### src/rtl/dual_fetch_queue.sv
// Dual-issue fetch front end: fetches two consecutive words per cycle into a
// small FIFO and presents up to two instructions (with PC+4) to IF/ID.
module dual_fetch_queue #(
  parameter logic [31:0] RESET_PC = 32'h0000_0000,
  parameter int          QDEPTH   = 4
) (
  input  logic        clk,
  input  logic        rst,
  input  logic        IF_ID_enable,
  input  logic        redirect,
  input  logic [31:0] redirect_pc,
  output logic        imem_req,
  output logic [31:0] imem_addr,
  input  logic        imem_ready,
  input  logic [31:0] imem_rdata0,
  input  logic [31:0] imem_rdata1,
  output logic [31:0] PC_4,
  output logic [31:0] Instrucction,
  output logic [31:0] PC_8,
  output logic [31:0] Instrucction_2,
  output logic        valid_0,
  output logic        valid_1
);

  localparam int AW = $clog2(QDEPTH);
  localparam int CW = AW + 1;

  logic [31:0]   r_fetch_pc;
  logic [31:0]   r_pc4   [QDEPTH];
  logic [31:0]   r_instr [QDEPTH];
  logic [AW-1:0] r_head;
  logic [AW-1:0] r_tail;
  logic [CW-1:0] r_count;

  logic          w_valid0;
  logic          w_valid1;
  logic          w_push;
  logic [1:0]    w_pop_n;
  logic [AW-1:0] w_head1;
  logic [AW-1:0] w_tail1;
  logic [31:0]   w_redirect_pc;

  // Request depends only on registered count, so a stall never reaches imem_req.
  assign imem_req  = !rst && !redirect && (r_count <= CW'(QDEPTH - 2));
  assign imem_addr = r_fetch_pc;
  assign w_push    = imem_req && imem_ready;

  assign w_valid0  = (r_count != '0) && !redirect && !rst;
  assign w_valid1  = (r_count >= CW'(2)) && !redirect && !rst;
  assign w_pop_n   = IF_ID_enable ? 2'd0 : ({1'b0, w_valid0} + {1'b0, w_valid1});

  assign w_head1       = r_head + AW'(1);
  assign w_tail1       = r_tail + AW'(1);
  assign w_redirect_pc = redirect_pc & ~32'd3;

  assign valid_0        = w_valid0;
  assign valid_1        = w_valid1;
  assign PC_4           = w_valid0 ? r_pc4[r_head]    : 32'h0;
  assign Instrucction   = w_valid0 ? r_instr[r_head]  : 32'h0;
  assign PC_8           = w_valid1 ? r_pc4[w_head1]   : 32'h0;
  assign Instrucction_2 = w_valid1 ? r_instr[w_head1] : 32'h0;

  always_ff @(posedge clk) begin
    if (rst) begin
      r_fetch_pc <= RESET_PC;
      r_head     <= '0;
      r_tail     <= '0;
      r_count    <= '0;
    end else if (redirect) begin
      r_fetch_pc <= w_redirect_pc;
      r_head     <= '0;
      r_tail     <= '0;
      r_count    <= '0;
    end else begin
      if (w_push) begin
        r_fetch_pc <= r_fetch_pc + 32'd8;
        r_tail     <= r_tail + AW'(2);
      end
      r_head  <= r_head + AW'(w_pop_n);
      r_count <= r_count + (w_push ? CW'(2) : CW'(0)) - CW'(w_pop_n);
    end
  end

  // Storage needs no reset: entries are only visible once counted as valid.
  always_ff @(posedge clk) begin
    if (w_push) begin
      r_pc4[r_tail]    <= r_fetch_pc + 32'd4;
      r_instr[r_tail]  <= imem_rdata0;
      r_pc4[w_tail1]   <= r_fetch_pc + 32'd8;
      r_instr[w_tail1] <= imem_rdata1;
    end
  end

endmodule
### config.mk
export PLATFORM = sky130hd
export DESIGN_NAME = dual_fetch_queue
export DESIGN_NICKNAME = d
export VERILOG_FILES = /design/src/rtl/dual_fetch_queue.sv
export SDC_FILE = /design/constraint.sdc
export NUM_CORES = 1
export LEC_CHECK = 0
export ABC_AREA = 1
export BUFFER_PORTS_ARGS = -buffer_cell sky130_fd_sc_hd__buf_2
export CAP_MARGIN = 20
export CORE_UTILIZATION = 60
export CTS_BUF_LIST = sky130_fd_sc_hd__clkbuf_8
export DETAILED_ROUTE_END_ITERATION = 12
export PLACE_DENSITY = 0.87
export REMOVE_ABC_BUFFERS = 1
export SLEW_MARGIN = 20
export SYNTH_ARGS = -nofsm -noshare
export SYNTH_HDL_FRONTEND = slang
export SYNTH_SLANG_ARGS = --single-unit
### constraint.sdc
create_clock -name clk -period 14.3 [get_ports clk]
set_input_delay 0.715 -clock clk [delete_from_list [all_inputs] [get_ports clk]]
set_output_delay 0.715 -clock clk [all_outputs]
set_load 0.005 [all_outputs]
==> results, run 1 <==
- The kind of start point of the critical path is a flop.
- The floorplan step defined a die boundary enclosing 23900 µm².
- Along the worst hold path, the cell count comes to 1.
- The most used flip-flop cell after synthesis is sky130_fd_sc_hd__edfxtp_1.
- The die extent in x is 155 µm.
- The violation count after the first detailed-route iteration is 1187.
- STA puts the critical path data arrival time at 3.97 ns.
- Yosys mapped a number of flops with a built-in enable equal to 248.
- The number of buffers created by CTS is 45.
- The total via count after detailed routing is 12100.
- The detail route stage leaves a number of antenna-violating nets equal to 0.
- In this run switching power makes up 23.2% of total power.
- At the worst endpoint, the required time is 13.59 ns.
- The critical path starts at r_head[1].
- In this run the clock root is driven by a sky130_fd_sc_hd__clkbuf_8.
- The largest family of logic cells by synthesized area is compound AO/OA/AOI/OAI gates.
- For this run, the number of Yosys warnings is 0.
- The path class of the lowest-slack min-delay path is input pin to flop.
- For flop-to-flop paths, the worst setup slack is 11.01 ns.
- The first-pass GRT wire length is 58400 µm.
- The depth of the CTS H-tree is 2.
- Entering global routing, the biggest net connects 106 pins.
- The die is 155 µm tall.
- The sort of element at the end of the critical path is an output port.
- The number of nets in the final layout is 1742.
- The final standard cell utilization of the core is 70.9%.
- The multiplexer share of the synthesized area is 0%.
- Counting cells, the worst reg-to-reg path comes to 5.
- The total negative slack is 0 ns.
- Setup repair after global routing left no endpoint under its margin.
- Power spread over the standard cell area amounts to 103 nW/µm².
- In this run the worst setup path terminates at PC_8[9].
- The sequential area share after synthesis is 58.4%.
- The peak fanout along the critical path is 56.
- Including well taps, the total number of placed cells is 1900.
- The cell row count is 55.
- In this run the post-CTS setup repair buffer count came out at 0.
- The detailed-route wire length per cell is 19.5 µm.
- The transition time at the pin with the least slew margin is 1.12 ns.
- The part of the cycle the worst path needs is 32.8%.
- From synthesis to final layout, the design area changed by 15.4%.
- The floorplan step defined a core boundary enclosing 22800 µm².
- Synthesis instantiated 38 different standard cells from the library.
- A synthesized cell averages 9.85 µm².
- The relative contribution of the clock network to total power is 37.2%.
- The number of flip-flops and latches in the synthesized netlist is 284.
- After synthesis, the share of flip-flops with an asynchronous set or reset is 0%.
- The congestion estimate from routability-driven global placement came to 0.898.
- The endpoint of the worst-slack reg-to-reg timing path is r_pc4[2][21].
- The part of the power in registers is 56.5%.
- The count of max-cap constraint violations is 0.
- The clock tree from TritonCTS is built.
- The worst pin sits at a relative slew slack of 25.0%.
- The combinational cell fraction of total power is 6.3%.
- The post-synthesis share of cell area spent on xor and xnor gates is 2.65%.
- The number of pins exceeding their max-slew limit in the final report is 0.
- Summing the areas of all compound-gate instances in the mapped netlist gives 19.3% of the synthesized area.
- The number of standard cells after synthesis is 1420.
- Summed over all instances, the cell type with the most area after synthesis is sky130_fd_sc_hd__edfxtp_1.
- OpenSTA, run right after detailed placement, puts the worst setup slack at 10.00 ns.
- Input and output buffers added on the ports amount to 255.
- The most used standard cell by instance count after synthesis is sky130_fd_sc_hd__nand2_1.
- The longest clock path from root to sink contains 3 buffers.
- The worst register-to-register path begins at r_count[0].
- The I/O pin count is 264.
- The highest achievable clock rate is 213 MHz.
- The analysis attributes to cell leakage a power of 6.25 nW.
- The number of global-route vias before repair came to 11500.
- Before antenna repair, the detailed router went through 5 iterations.
- The worst-case clock skew is 0.0199 ns.
- The count of hold-fix buffers inserted at cts is 0.
- Ranked by instance count, the synthesized netlist is headed by 255 x sky130_fd_sc_hd__nand2_1, 248 x sky130_fd_sc_hd__edfxtp_1, 149 x sky130_fd_sc_hd__nor2_1.
- Leaving out filler cells and counting taps, the final layout contains 1977.
- In the post-route analysis, the smallest setup slack over all paths is 9.61 ns.
- The share of cells above drive strength 1 is 21.8%.
- The simple-gate portion of the synthesized area is 13.7%.
- The type of the worst setup path is flop to output port.
- The net switching power is 0.388 mW.
- The routed wire length is 38500 µm.
- The effective utilization at floorplan is 61.4%.
- The estimated wirelength of the detail-placed design is 23700 µm.
- VDD sags by at most 0.0678 mV.
- The clock reaches the later pin of the worst-skew pair after 0.55 ns.
- The internal power is 1.28 mW.
- The total routing usage reported by global routing is 31.3%.
- Once the clock tree was built, the resizer swapped 0 gates to a different size.
- Summing internal, switching and leakage power gives 1.67 mW.
- Setup violations remaining at the end of the flow were counted as 0.
- Using the TritonRoute via totals, the vias-per-cell ratio works out to 6.13.
- The routed design could run at a clock period as short as 4.69 ns.
- By area the synthesized netlist is led by sky130_fd_sc_hd__edfxtp_1 53%, sky130_fd_sc_hd__nand2_1 6.8%, sky130_fd_sc_hd__dfxtp_1 5.2%.
- The count of endpoints failing hold in the final timing report came to 0.
- The run finished with clean final reports.
- In the routed design, unresolved DRC markers number 0.
- The number of clock sinks seen by CTS is 284.
- Clock-pin slew was measured on the worst setup and hold paths at 0.06 ns.
- The fraction of synthesized cell area taken by the top area cell type is 53.2%.
- The overall overflow remaining after global route is 0.
- The number of antenna violations at the first check in global routing was 3.
- Of the total synthesized cell area, the portion taken by full adders, half adders and majority gates is 0.680%.
- The cell area after synthesis is 14000 µm².
state kept, by name, indices dropped and copies added (netlist names):
signal and cells:
r_tail 1, r_pc4 120, imem_addr 30, r_instr 128
r_head 2, r_count 3
per-stage QoR:
step	hold slack [ns]	cell area, µm²
after floorplan	0.459	13600
after global placement	0.550	15400
after detailed placement	0.560	15400
after CTS	0.325	16100
after global routing	0.329	16100
final	0.359	16100
critical path, cell delays in order (launching register included):
cell,delay (ns)
sky130_fd_sc_hd__dfxtp_2,0.97
sky130_fd_sc_hd__inv_4,0.47
sky130_fd_sc_hd__nand2_2,0.60
sky130_fd_sc_hd__buf_4,0.62
sky130_fd_sc_hd__o21ai_0,0.18
sky130_fd_sc_hd__a211oi_1,0.37
sky130_fd_sc_hd__buf_2,0.19
layout make-up:
cell class	count	area [µm²]
inverters	75	289
repair buffers	266	1360
clock inverters	28	136
flip-flops and latches	284	8170
clock buffers	47	647
well taps	313	392
fillers	1649	6640
diodes	2	5.00
multi-input cells	962	5140
kinds of logic (layout without fill, tap and decap cells):
logic type / Yosys count / in the layout
buf+inv: 179 / 416
fa+ha+maj: 7 / 7
xor+xnor: 38 / 38
other cells: 1 / 8
simple gates: 466 / 466
compound gates: 445 / 445
flops: 284 / 284
per-layer routing:
layer  vias up  track usage [%]  part of all wire (%)  wire [µm]
met3        89             7.51                    11       4410
met1      5755             38.8                    38      14500
met4         2             11.8                   2.4        940
met2       753             53.2                    48      18600
li1       5516                -                     -          -
met5         -                0                 0.034         13
layout by cell type (no fill, tap or decap), types with 8 or more instances in the layout:
cell type / n
sky130_fd_sc_hd__nor2_1: 147
sky130_fd_sc_hd__inv_1: 87
sky130_fd_sc_hd__clkbuf_8: 47
sky130_fd_sc_hd__o22ai_1: 62
sky130_fd_sc_hd__xor2_1: 29
sky130_fd_sc_hd__a21oi_1: 118
sky130_fd_sc_hd__buf_2: 255
sky130_fd_sc_hd__nor2_2: 8
sky130_fd_sc_hd__dfxtp_1: 34
sky130_fd_sc_hd__o221ai_1: 29
sky130_fd_sc_hd__nand3_1: 26
sky130_fd_sc_hd__a211oi_1: 33
sky130_fd_sc_hd__edfxtp_1: 248
sky130_fd_sc_hd__nand2_1: 253
sky130_fd_sc_hd__a311oi_1: 27
sky130_fd_sc_hd__buf_4: 11
sky130_fd_sc_hd__nor2_4: 10
sky130_fd_sc_hd__o21bai_1: 35
sky130_fd_sc_hd__o21ai_0: 130
worst min path at each step:
stage,start,endpoint,slack [ns]
6_report,imem_rdata0[23],r_instr[2][23],0.36
3_3_place_gp,imem_addr[3],imem_addr[3],0.55
2_1_floorplan,r_tail[1],r_tail[1],0.46
4_1_cts,imem_rdata0[27],r_instr[0][27],0.32
5_1_grt,imem_rdata0[27],r_instr[0][27],0.33
3_5_place_dp,imem_addr[3],imem_addr[3],0.56
power by group through the flow:
| stage | logic [mW] | registers (mW) | clock network (mW) |
|---|---|---|---|
| 6_report | 0.105 | 0.944 | 0.621 |
| 5_1_grt | 0.116 | 0.945 | 0.666 |
| 4_1_cts | 0.105 | 0.942 | 0.629 |
| 3_5_place_dp | 0.104 | 0.960 | 0 |
| 3_3_place_gp | 0.0995 | 0.958 | 0 |
| 2_1_floorplan | 0.0528 | 0.957 | 0 |
Power figures use the tool's default switching activity.
==> run 2, diff against run 1 <==
--- a/config.mk
+++ b/config.mk
@@ -8,10 +8,10 @@
 export ABC_AREA = 1
 export BUFFER_PORTS_ARGS = -buffer_cell sky130_fd_sc_hd__buf_2
 export CAP_MARGIN = 20
-export CORE_UTILIZATION = 60
+export CORE_UTILIZATION = 58
 export CTS_BUF_LIST = sky130_fd_sc_hd__clkbuf_8
 export DETAILED_ROUTE_END_ITERATION = 12
-export PLACE_DENSITY = 0.87
+export PLACE_DENSITY = 0.85
 export REMOVE_ABC_BUFFERS = 1
 export SLEW_MARGIN = 20
 export SYNTH_ARGS = -nofsm -noshare
==> constraint.sdc (replaced) <==
create_clock -name clk -period 4.4 [get_ports clk]
set_input_delay 0.22 -clock clk [delete_from_list [all_inputs] [get_ports clk]]
set_output_delay 0.22 -clock clk [all_outputs]
set_load 0.005 [all_outputs]
==> results, run 2 (synthesized netlist as in run 1, its figures left out) <==
- The peak fanout along the critical path came to 81 (+45%).
- The number of clock sinks seen by CTS is 284 (unchanged).
- The number of buffers created by CTS is 46 (+2.2%).
- The number of non-filler instances in the completed layout is 2076 (+5.0%).
- The sort of element at the end of the critical path is an output port.
- The worst IR drop on VDD is 0.247 mV (+260%).
- The count of endpoints failing hold in the final timing report came to 0 (unchanged).
- The depth of the CTS H-tree is 2 (unchanged).
- The power density over the cells was 324 nW/µm² (+210%).
- The leakage component of the power came to 6.64 nW (+6.2%).
- The number of global-route vias before repair is 12100 (+5.0%).
- The largest net degree at the start of global routing is 82 (-23%).
- The synthesis-to-layout area growth is 21.5%.
- The core outline area is 23500 µm² (+3.4%).
- Setup repair after global routing left no endpoint under its margin.
- The total routing usage reported by global routing is 31.8% (+0.54 points).
- The worst-case clock skew is 0.0341 ns (+0.0143 ns).
- The arrival time of the worst setup path was 3.21 ns (-0.76 ns).
- The number of antenna violations at the first check in global routing was 0 (-3).
- The multi-input logic area is 5140 µm² (unchanged).
- The routed wire length is 40300 µm (+4.8%).
- The total of endpoints with negative setup slack in the final report is 0 (unchanged).
- The flow ran to the end, and the final reports show no timing, DRC or antenna violations.
- For this design, the slowest cell found on the critical path is sky130_fd_sc_hd__buf_4.
- In the layout the commonest cells are 255 x sky130_fd_sc_hd__buf_2, 253 x sky130_fd_sc_hd__nand2_1, 248 x sky130_fd_sc_hd__edfxtp_1.
- The sequential cell area came to 8170 µm² (unchanged).
- The estimated wirelength of the detail-placed design is 24500 µm (+3.5%).
- The clock tree from TritonCTS is built.
- The cell sitting at the root of the clock tree is a sky130_fd_sc_hd__clkbuf_8.
- The number of fillers in the final layout was 1645 (-0.24%).
- The die area is 24700 µm² (+3.4%).
- The required arrival time at the worst endpoint came to 4.18 ns (-9.41 ns).
- The worst hold path belongs to the class input pin to flop.
- STA classifies the critical path startpoint as a flop.
- The critical path goes through inv_4 > buf_4 > nand2_1 > nand2_1 > a21oi_1 > a311oi_1 > buf_2.
- The buffer levels on the longest clock path is 3 (unchanged).
- The number of remaining DRC errors is 0 (unchanged).
- The summed area of non-filler cells in the final layout is 17000 µm² (+5.3%).
- The later-pin clock latency in the skew report is 0.57 ns (+0.02 ns).
- The detailed-route wire length on metal 1 came to 14800 µm (+2.2%).
- The chip height is 157 µm (+1.7%).
- The buffer count from post-CTS setup fixing is 0 (unchanged).
- The total placed instance area came to 15400 µm² (+0.42%).
- The overall overflow remaining after global route was 0 (unchanged).
- The met2 routed wirelength is 19300 µm (+3.5%).
- The number of placed instances with taps included is 1914 (+0.74%).
- The minimum clock period is 3.43 ns.
- The count of instances resized after the clock tree is built is 0 (unchanged).
- The count of input and output buffers is 255 (unchanged).
- After detailed routing, no signal wire sits above met4.
- The cell row count is 56 (+1.8%).
- The transition time at the pin with the least slew margin came to 1.08 ns (-0.0454 ns).
- The worst stage delay on the critical path is 0.73 ns (-0.24 ns).
- The weighted congestion at the end of routability-driven global placement came to 0.926 (+3.1%).
- The violation count after the first detailed-route iteration is 1198 (+0.93%).
- The part of the cycle the worst path needs is 78.0%.
- The total via count after detailed routing came to 12500 (+3.2%).
- The first-pass GRT wire length is 60700 µm (+3.9%).
- The final standard cell utilization of the core came to 72.2% (+1.4 points).
- The number of nets with antenna violations after routing is 0 (unchanged).
- The share of cells above drive strength 1 is 21.2% (-0.54 points).
- The number of flip-flops under the largest register name was 128 (unchanged).
- The effective utilization at floorplan was 59.4% (-2.0 points).
- The tightest slew margin relative to the limit is 28.0% (+3.0 points).
- The number of nets in the final layout is 1828 (+4.9%).
- The type of the worst setup path is flop to output port.
- Ranked by flip-flop count, first place goes to r_instr.
- The count of max-cap constraint violations came to 0 (unchanged).
- The total negative slack came to 0 ns (unchanged).
- The library cell appearing most often on the critical path is sky130_fd_sc_hd__nand2_1.
- The die extent in x is 157 µm (+1.7%).
- The number of pins exceeding their max-slew limit in the final report is 0 (unchanged).
- The average via count per standard cell is 6.02 (-1.7%).
- The detailed-route wire length per cell is 19.4 µm (-0.15%).
- The clock-pin slew on the worst setup and hold paths is 0.06 ns (about the same).
- The wire length on met3 is 4710 µm (+6.8%).
- The I/O pin count came to 264 (unchanged).
- The most frequent standard cell in the layout excluding fill and tap cells is sky130_fd_sc_hd__buf_2.
- Static timing analysis puts the maximum clock frequency at 291 MHz.
- The iteration count of the initial detailed-routing pass is 6 (+1).
[run 2: power breakdown]
group	leakage (nW)	internal, mW	switching [mW]
Clock	0.498	1.01	1.03
Sequential	2.57	3.00	0.0597
Combinational	3.58	0.174	0.237
[run 2: critical path, delay by kind of cell (launching register included)]
kind	cells	cell delay, ns
buffers and inverters	3	1.48
AND/OR/NAND/NOR	2	0.20
flip-flops	1	0.35
AO/OA/AOI/OAI	2	0.49
[run 2: area by class of cell]
| cell class | count | area share, % |
|---|---|---|
| diodes | 1 | 0.0147 |
| clock buffers | 48 | 3.89 |
| well taps | 319 | 2.35 |
| clock inverters | 36 | 0.898 |
| flip-flops and latches | 284 | 48.1 |
| multi-input cells | 962 | 30.2 |
| repair buffers | 351 | 12.9 |
| inverters | 75 | 1.69 |
[run 2: final timing paths]
| kind | depth (start not counted) | slack (ns) | endpoint | startpoint |
|---|---|---|---|---|
| min reg2reg | 2 | 0.58 | imem_addr[3] | imem_addr[3] |
| min | 5 | 0.02 | imem_addr[30] | redirect_pc[30] |
| max | 7 | 0.97 | PC_4[5] | r_head[0] |
| max reg2reg | 7 | 1.83 | r_pc4[2][26] | imem_addr[2] |
[run 2: per-layer routing]
layer / vias up / global-route usage [%]
met4: 0 / 16.5
met2: 805 / 53.5
met3: 129 / 8.45
li1: 5691 / -
met5: - / 0
met1: 5878 / 37.5
[run 2: stage by stage]
stage          hold slack, ns  setup WS [ns]  power [mW]
6_report               0.0182          0.969        5.51
5_1_grt                0.0297          0.832        5.69
4_1_cts              0.000252           1.04        5.52
3_5_place_dp            0.411           1.66        3.46
3_3_place_gp            0.408           1.72        3.44
2_1_floorplan           0.289          -2.02        3.28
[run 2: repair_timing]
| action | CTS | global route |
|---|---|---|
| hold buffers | 77 | 0 |
| hold endpoints to repair | 141 | 0 |
| endpoints found under the setup margin | 0 | 0 |
